[src/rtl/seq_detect_sched_if.sv]
// Request/result bus for the shared sequence detector: per-channel serial handshake
// plus the registered per-bit detection report.
interface seq_detect_sched_if #(
    parameter int unsigned NCH = 4
);
    localparam int unsigned CH_W = (NCH > 1) ? $clog2(NCH) : 1;

    logic [NCH-1:0]  req_valid;
    logic [NCH-1:0]  req_bit;
    logic [NCH-1:0]  req_ready;
    logic            det_valid;
    logic [CH_W-1:0] det_ch;
    logic            det_hit;

    modport master (
        output req_valid,
        output req_bit,
        input  req_ready,
        input  det_valid,
        input  det_ch,
        input  det_hit
    );

    modport slave (
        input  req_valid,
        input  req_bit,
        output req_ready,
        output det_valid,
        output det_ch,
        output det_hit
    );
endinterface

[src/rtl/seq_detect_sched.sv]
// Round-robin time-multiplexed 3-bit sequence detector shared by NCH serial channels,
// with per-channel saved context and saturating hit counters.
module seq_detect_sched #(
    parameter int unsigned NCH     = 4,
    parameter int unsigned CNT_W   = 8,
    parameter logic [2:0]  PATTERN = 3'b110
) (
    input  logic                 clk,
    input  logic                 clr,
    input  logic                 en,
    input  logic [NCH-1:0]       flush,
    output logic [NCH*CNT_W-1:0] hit_cnt,
    seq_detect_sched_if.slave    bus
);
    localparam int unsigned CH_W = (NCH > 1) ? $clog2(NCH) : 1;

    logic [CH_W-1:0]  ptr_q, ptr_d;
    logic [1:0]       hist_q [NCH];
    logic [1:0]       fill_q [NCH];
    logic [CNT_W-1:0] cnt_q  [NCH];

    logic             det_valid_q;
    logic [CH_W-1:0]  det_ch_q;
    logic             det_hit_q;

    logic [NCH-1:0]   elig;
    logic [NCH-1:0]   gnt;
    logic             gnt_any;
    logic [CH_W-1:0]  gnt_ch;
    logic [CH_W-1:0]  idx;
    logic             gnt_bit;
    logic [1:0]       cur_hist;
    logic [1:0]       cur_fill;
    logic             hit;

    // Flush and reset both mask a channel out of arbitration for the cycle.
    assign elig = bus.req_valid & ~flush & {NCH{en & ~clr}};

    always_comb begin
        gnt     = '0;
        gnt_any = 1'b0;
        gnt_ch  = '0;
        idx     = '0;
        for (int unsigned k = 0; k < NCH; k++) begin
            idx = CH_W'((32'(ptr_q) + k) % NCH);
            if (!gnt_any && elig[idx]) begin
                gnt_any  = 1'b1;
                gnt[idx] = 1'b1;
                gnt_ch   = idx;
            end
        end
    end

    always_comb begin
        gnt_bit  = bus.req_bit[gnt_ch];
        cur_hist = hist_q[gnt_ch];
        cur_fill = fill_q[gnt_ch];
        hit      = gnt_any && (cur_fill == 2'd2) && ({cur_hist, gnt_bit} == PATTERN);
        ptr_d    = ptr_q;
        if (gnt_any) begin
            ptr_d = (gnt_ch == CH_W'(NCH - 1)) ? '0 : gnt_ch + 1'b1;
        end
    end

    always_ff @(posedge clk) begin
        if (clr) begin
            ptr_q       <= '0;
            det_valid_q <= 1'b0;
            det_ch_q    <= '0;
            det_hit_q   <= 1'b0;
            for (int unsigned i = 0; i < NCH; i++) begin
                hist_q[i] <= '0;
                fill_q[i] <= '0;
                cnt_q[i]  <= '0;
            end
        end else begin
            ptr_q       <= ptr_d;
            det_valid_q <= gnt_any;
            if (gnt_any) begin
                det_ch_q  <= gnt_ch;
                det_hit_q <= hit;
            end
            for (int unsigned i = 0; i < NCH; i++) begin
                // Flush wins over any increment still owed to a pending report.
                if (flush[i]) begin
                    hist_q[i] <= '0;
                    fill_q[i] <= '0;
                    cnt_q[i]  <= '0;
                end else if (gnt[i]) begin
                    hist_q[i] <= {hist_q[i][0], gnt_bit};
                    if (fill_q[i] != 2'd2) begin
                        fill_q[i] <= fill_q[i] + 2'd1;
                    end
                    if (hit && (cnt_q[i] != '1)) begin
                        cnt_q[i] <= cnt_q[i] + 1'b1;
                    end
                end
            end
        end
    end

    assign bus.req_ready = gnt;
    assign bus.det_valid = det_valid_q;
    assign bus.det_ch    = det_ch_q;
    assign bus.det_hit   = det_hit_q;

    for (genvar i = 0; i < NCH; i++) begin : g_cnt_out
        assign hit_cnt[i*CNT_W +: CNT_W] = cnt_q[i];
    end
endmodule

[src/flat_wrapper.sv]
// flat-port wrapper written by rule: the top's interface ports become plain ports
module seq_detect_sched_flat 
#(
    parameter int unsigned NCH     = 4,
    parameter int unsigned CNT_W   = 8,
    parameter logic [2:0]  PATTERN = 3'b110
)
  (clk, clr, en, flush, hit_cnt, bus_req_valid, bus_req_bit, bus_req_ready, bus_det_valid, bus_det_ch, bus_det_hit);
  seq_detect_sched_if #(.NCH(NCH)) bus_i ();
  input  logic clk;
  input  logic clr;
  input  logic en;
  input  logic [NCH-1:0] flush;
  output logic [NCH*CNT_W-1:0] hit_cnt;
  input wire logic [$bits(bus_i.req_valid)-1:0] bus_req_valid;
  input wire logic [$bits(bus_i.req_bit)-1:0] bus_req_bit;
  output wire logic [$bits(bus_i.req_ready)-1:0] bus_req_ready;
  output wire logic [$bits(bus_i.det_valid)-1:0] bus_det_valid;
  output wire logic [$bits(bus_i.det_ch)-1:0] bus_det_ch;
  output wire logic [$bits(bus_i.det_hit)-1:0] bus_det_hit;
  assign bus_i.req_valid = bus_req_valid;
  assign bus_i.req_bit = bus_req_bit;
  assign bus_req_ready = bus_i.req_ready;
  assign bus_det_valid = bus_i.det_valid;
  assign bus_det_ch = bus_i.det_ch;
  assign bus_det_hit = bus_i.det_hit;
  seq_detect_sched #(.NCH(NCH), .CNT_W(CNT_W), .PATTERN(PATTERN)) u_core (.clk(clk), .clr(clr), .en(en), .flush(flush), .hit_cnt(hit_cnt), .bus(bus_i));
endmodule
[config.mk]
export PLATFORM = sky130hd
export DESIGN_NAME = seq_detect_sched_flat
export DESIGN_NICKNAME = d
export VERILOG_FILES = /design/src/rtl/seq_detect_sched_if.sv /design/src/rtl/seq_detect_sched.sv /design/src/flat_wrapper.sv
export SDC_FILE = /design/constraint.sdc
export NUM_CORES = 1
export LEC_CHECK = 0
export CORE_ASPECT_RATIO = 0.5
export CORE_UTILIZATION = 50
export CTS_CLUSTER_DIAMETER = 30
export DETAILED_ROUTE_END_ITERATION = 12
export PLACE_DENSITY = 0.75
export SYNTH_ARGS = -nofsm -noshare
export SYNTH_HDL_FRONTEND = slang
export SYNTH_SLANG_ARGS = --single-unit
[constraint.sdc]
create_clock -name clk -period 4.6 [get_ports clk]
set_input_delay 1.38 -clock clk [delete_from_list [all_inputs] [get_ports clk]]
set_output_delay 1.38 -clock clk [all_outputs]
set_load 0.01 [all_outputs]
==> flow_summary.json <==
{
  "num_rows": 21,
  "cts.sinks": 54,
  "cts_tree": "built",
  "regArea_mm2": 0.001562,
  "ys_seq_area_share_pct": 43.55,
  "synth_seq_cells": 54,
  "first_pass_iters": 5,
  "required_ns": 3.22,
  "max_freq_mhz": 221.8,
  "yosysWarnings": 0,
  "core_area_mm2": 0.006805,
  "multiInputGateArea_mm2": 0.001948,
  "synth_common_cells": "edfxtp_1, nand2_1, nor3_1",
  "htreeDepth": 2,
  "worstPathCellList": "dlygate4sd2_1 -> and4bb_2 -> mux4_2 -> nand2_4 -> o22ai_1 -> a31o_1 -> inv_2 -> buf_2",
  "insertion_delay_ns": 0.29,
  "ys.flop_type": "edfxtp_1",
  "routedWlPerCell_um": 16.52,
  "hold_class": "flop to flop",
  "clk_pin_slew_ns": 0.07,
  "ctsHoldBuffers": 0,
  "powerDensity_mw_per_mm2": 288.7,
  "num_vias": 2977,
  "gr-usage-met2_pct": 41.49,
  "initialDrtViolationCount": 219,
  "worstSetupEndpointType": "output pin",
  "synth_edf_count": 48,
  "syn_nets": 360,
  "start_util_pct": 52.69,
  "grt_use_met3_pct": 3.193,
  "pin_count": 55,
  "final_hold_viol_count": 0,
  "rsz0062_at_grt": "false",
  "ant_nets": 0,
  "setup_violations": 0,
  "layout_min_cycle_time_ns": 4.509,
  "top_usage_layer": "met2",
  "grt_usage_pct": 23.17,
  "nets": 455,
  "synth.avg_cell_area_um2": 10.90,
  "final_area_mm2": 0.004691,
  "dieWidth_um": 121.8,
  "yosys.area.top_type_share_pct": 40.20,
  "totalWireLength_mm": 8.543,
  "synthArstFlopShare_pct": 0,
  "grtUsageMet1_pct": 30.08,
  "worst_slew_pin_slew_ns": 0.7501,
  "max-vdd-ir-drop_uv": 158.5,
  "cp-start-kind": "primary input",
  "critical-path-top-delay-family": "multiplexers",
  "fillers": 515,
  "yosysTopAreaCell": "edfxtp_1",
  "total_power_w": 0.001354,
  "syn_to_final_growth_pct": 30.81,
  "overflow": 0,
  "max_cap_violations": 0,
  "root_buffer": "clkbuf_16",
  "syn_inst": 329,
  "regToRegSetupSlack_ns": 1.12,
  "antenna_found_initial": 0,
  "outcome": "finished clean",
  "grt_pass1_wl_mm": 13.40,
  "p_leak_nw": 1.749,
  "die_area_mm2": 0.007535,
  "crit_buf_inv": 3,
  "worstPathArrival_ns": 3.13,
  "drv_slew": 0,
  "period_share_pct": 98.02,
  "syn_area_mm2": 0.003586,
  "place_area_mm2": 0.004451,
  "slowest_stage": "mux4_2",
  "port_buffers": 54,
  "cts_buffer_depth": 2,
  "yosys.cell_types.count": 58,
  "max_slew_margin_pct": 49.66,
  "routabilityCongestion": 0.9353,
  "vias_per_cell": 5.758,
  "skew_ns": 0.008923,
  "synth.most_common_cell": "edfxtp_1",
  "worstSetupPathType": "primary input to output pin",
  "yosys-top-cells-area": "edfxtp_1, ha_1, xor2_1",
  "grt_pass1_vias": 2796,
  "dp_hpwl_mm": 6.286,
  "num_antenna_cells": 0,
  "numCtsBuffers": 5,
  "drc": 0,
  "grt_max_degree": 25,
  "crit_fanout": 5,
  "die_h_um": 61.89,
  "critical_path.max_stage_delay_ns": 0.56,
  "drive_above_1_share_pct": 24.00
}
==> layer usage <==
metal,vias up,part of all wire [%]
met5,-,0
li1,1434,-
met4,0,1.3
met3,13,4.2
met1,1452,45
met2,78,50
==> cells by family (layout without fill, tap and decap cells) <==
kind of cell	after synthesis	after routing	synth area share, %
compound gates	46	46	10.05
xor+xnor	25	25	6.106
fa+ha+maj	16	16	5.583
buf+inv	27	123	4.012
flops	54	54	43.55
mux	13	13	5.548
simple gates	148	148	25.16
==> repair_timing <==
| item | CTS | global route |
|---|---|---|
| resized for setup | 35 | 7 |
| buffers inserted | 6 | 0 |
| setup endpoints to repair | 4 | 4 |
| pin swaps | 3 | 2 |
| endpoints found under the hold margin | 0 | 0 |
==> tightest hold or removal path, cell delays in order (launching register included) <==
cell and delay, ns:
dfxtp_1 0.31, nand3b_1 0.07, o21ai_1 0.05
==> area by class of cell <==
type / instances / area share [%]
multi-input cells: 248 / 41.53
flip-flops and latches: 54 / 33.29
repair buffers: 99 / 17.98
clock buffers: 7 / 2.827
well taps: 92 / 2.454
inverters: 16 / 1.280
clock inverters: 1 / 0.6402
==> path summary, 6_finish.rpt <==
path | from | endpoint | cells past startpoint
worst max-delay path | bus_req_valid[3] | bus_req_ready[1] | 8
worst min-delay path | u_core.bus.det_hit$_SDFFE_PP0P_ | u_core.bus.det_hit$_SDFFE_PP0P_ | 2
worst min register to register | u_core.bus.det_hit$_SDFFE_PP0P_ | u_core.bus.det_hit$_SDFFE_PP0P_ | 2
worst max register to register | u_core.ptr_q[0]$_SDFFE_PP0P_ | u_core.cnt_q[0][6]$_SDFFCE_PN0P_ | 11
==> report_power, final <==
group / switching (W) / internal [W]
Combinational: 0.000192 / 0.000158
Clock: 0.000159 / 0.000257
Sequential: 0.0000228 / 0.000564
==> cells in the final DEF, fill, tap and decap left out, drive strengths merged, types with 3 or more instances in the layout <==
| cell type | Yosys | routed |
|---|---|---|
| edfxtp | 48 | 48 |
| o21ai | 12 | 12 |
| and4bb | 4 | 4 |
| nor2b | 5 | 5 |
| a31oi | 3 | 3 |
| o211ai | 3 | 3 |
| nand2b | 4 | 4 |
| nand2 | 27 | 27 |
| ha | 16 | 16 |
| dlygate4sd2 | 0 | 7 |
| nand4 | 7 | 7 |
| clkbuf | 3 | 8 |
| buf | 8 | 50 |
| nor3 | 31 | 31 |
| nor4 | 8 | 8 |
| mux2i | 6 | 6 |
| dfxtp | 6 | 6 |
| inv | 16 | 16 |
| mux4 | 5 | 5 |
| nand3 | 21 | 21 |
| nor2 | 21 | 21 |
| o22ai | 7 | 7 |
| xnor2 | 5 | 5 |
| a21oi | 7 | 7 |
| clkdlybuf4s50 | 0 | 40 |
| and3 | 12 | 12 |
| nand4bb | 4 | 4 |
| xor2 | 20 | 20 |
==> state kept, by name, summed over array words and instances (netlist names) <==
name                  count
u_core.hist_q             8
u_core.bus.det_valid      1
u_core.bus.det_hit        1
u_core.ptr_q              2
u_core.bus.det_ch         2
u_core.cnt_q             32
u_core.fill_q             8
==> stage by stage <==
step	worst slack (ns)	hold slack (ns)	setup TNS, ns	instances	util (%)
2_1_floorplan	0.3337	0.4973	0	329	-
3_3_place_gp	-0.5567	0.4693	-2.956	503	65.40
3_5_place_dp	-0.6216	0.4753	-5.181	503	65.40
4_1_cts	0.01152	0.4867	0	517	68.82
5_1_grt	0.01215	0.5213	0	517	68.93
6_report	0.09115	0.4810	0	517	68.93
No activity file was read; power rests on OpenSTA's default activity.
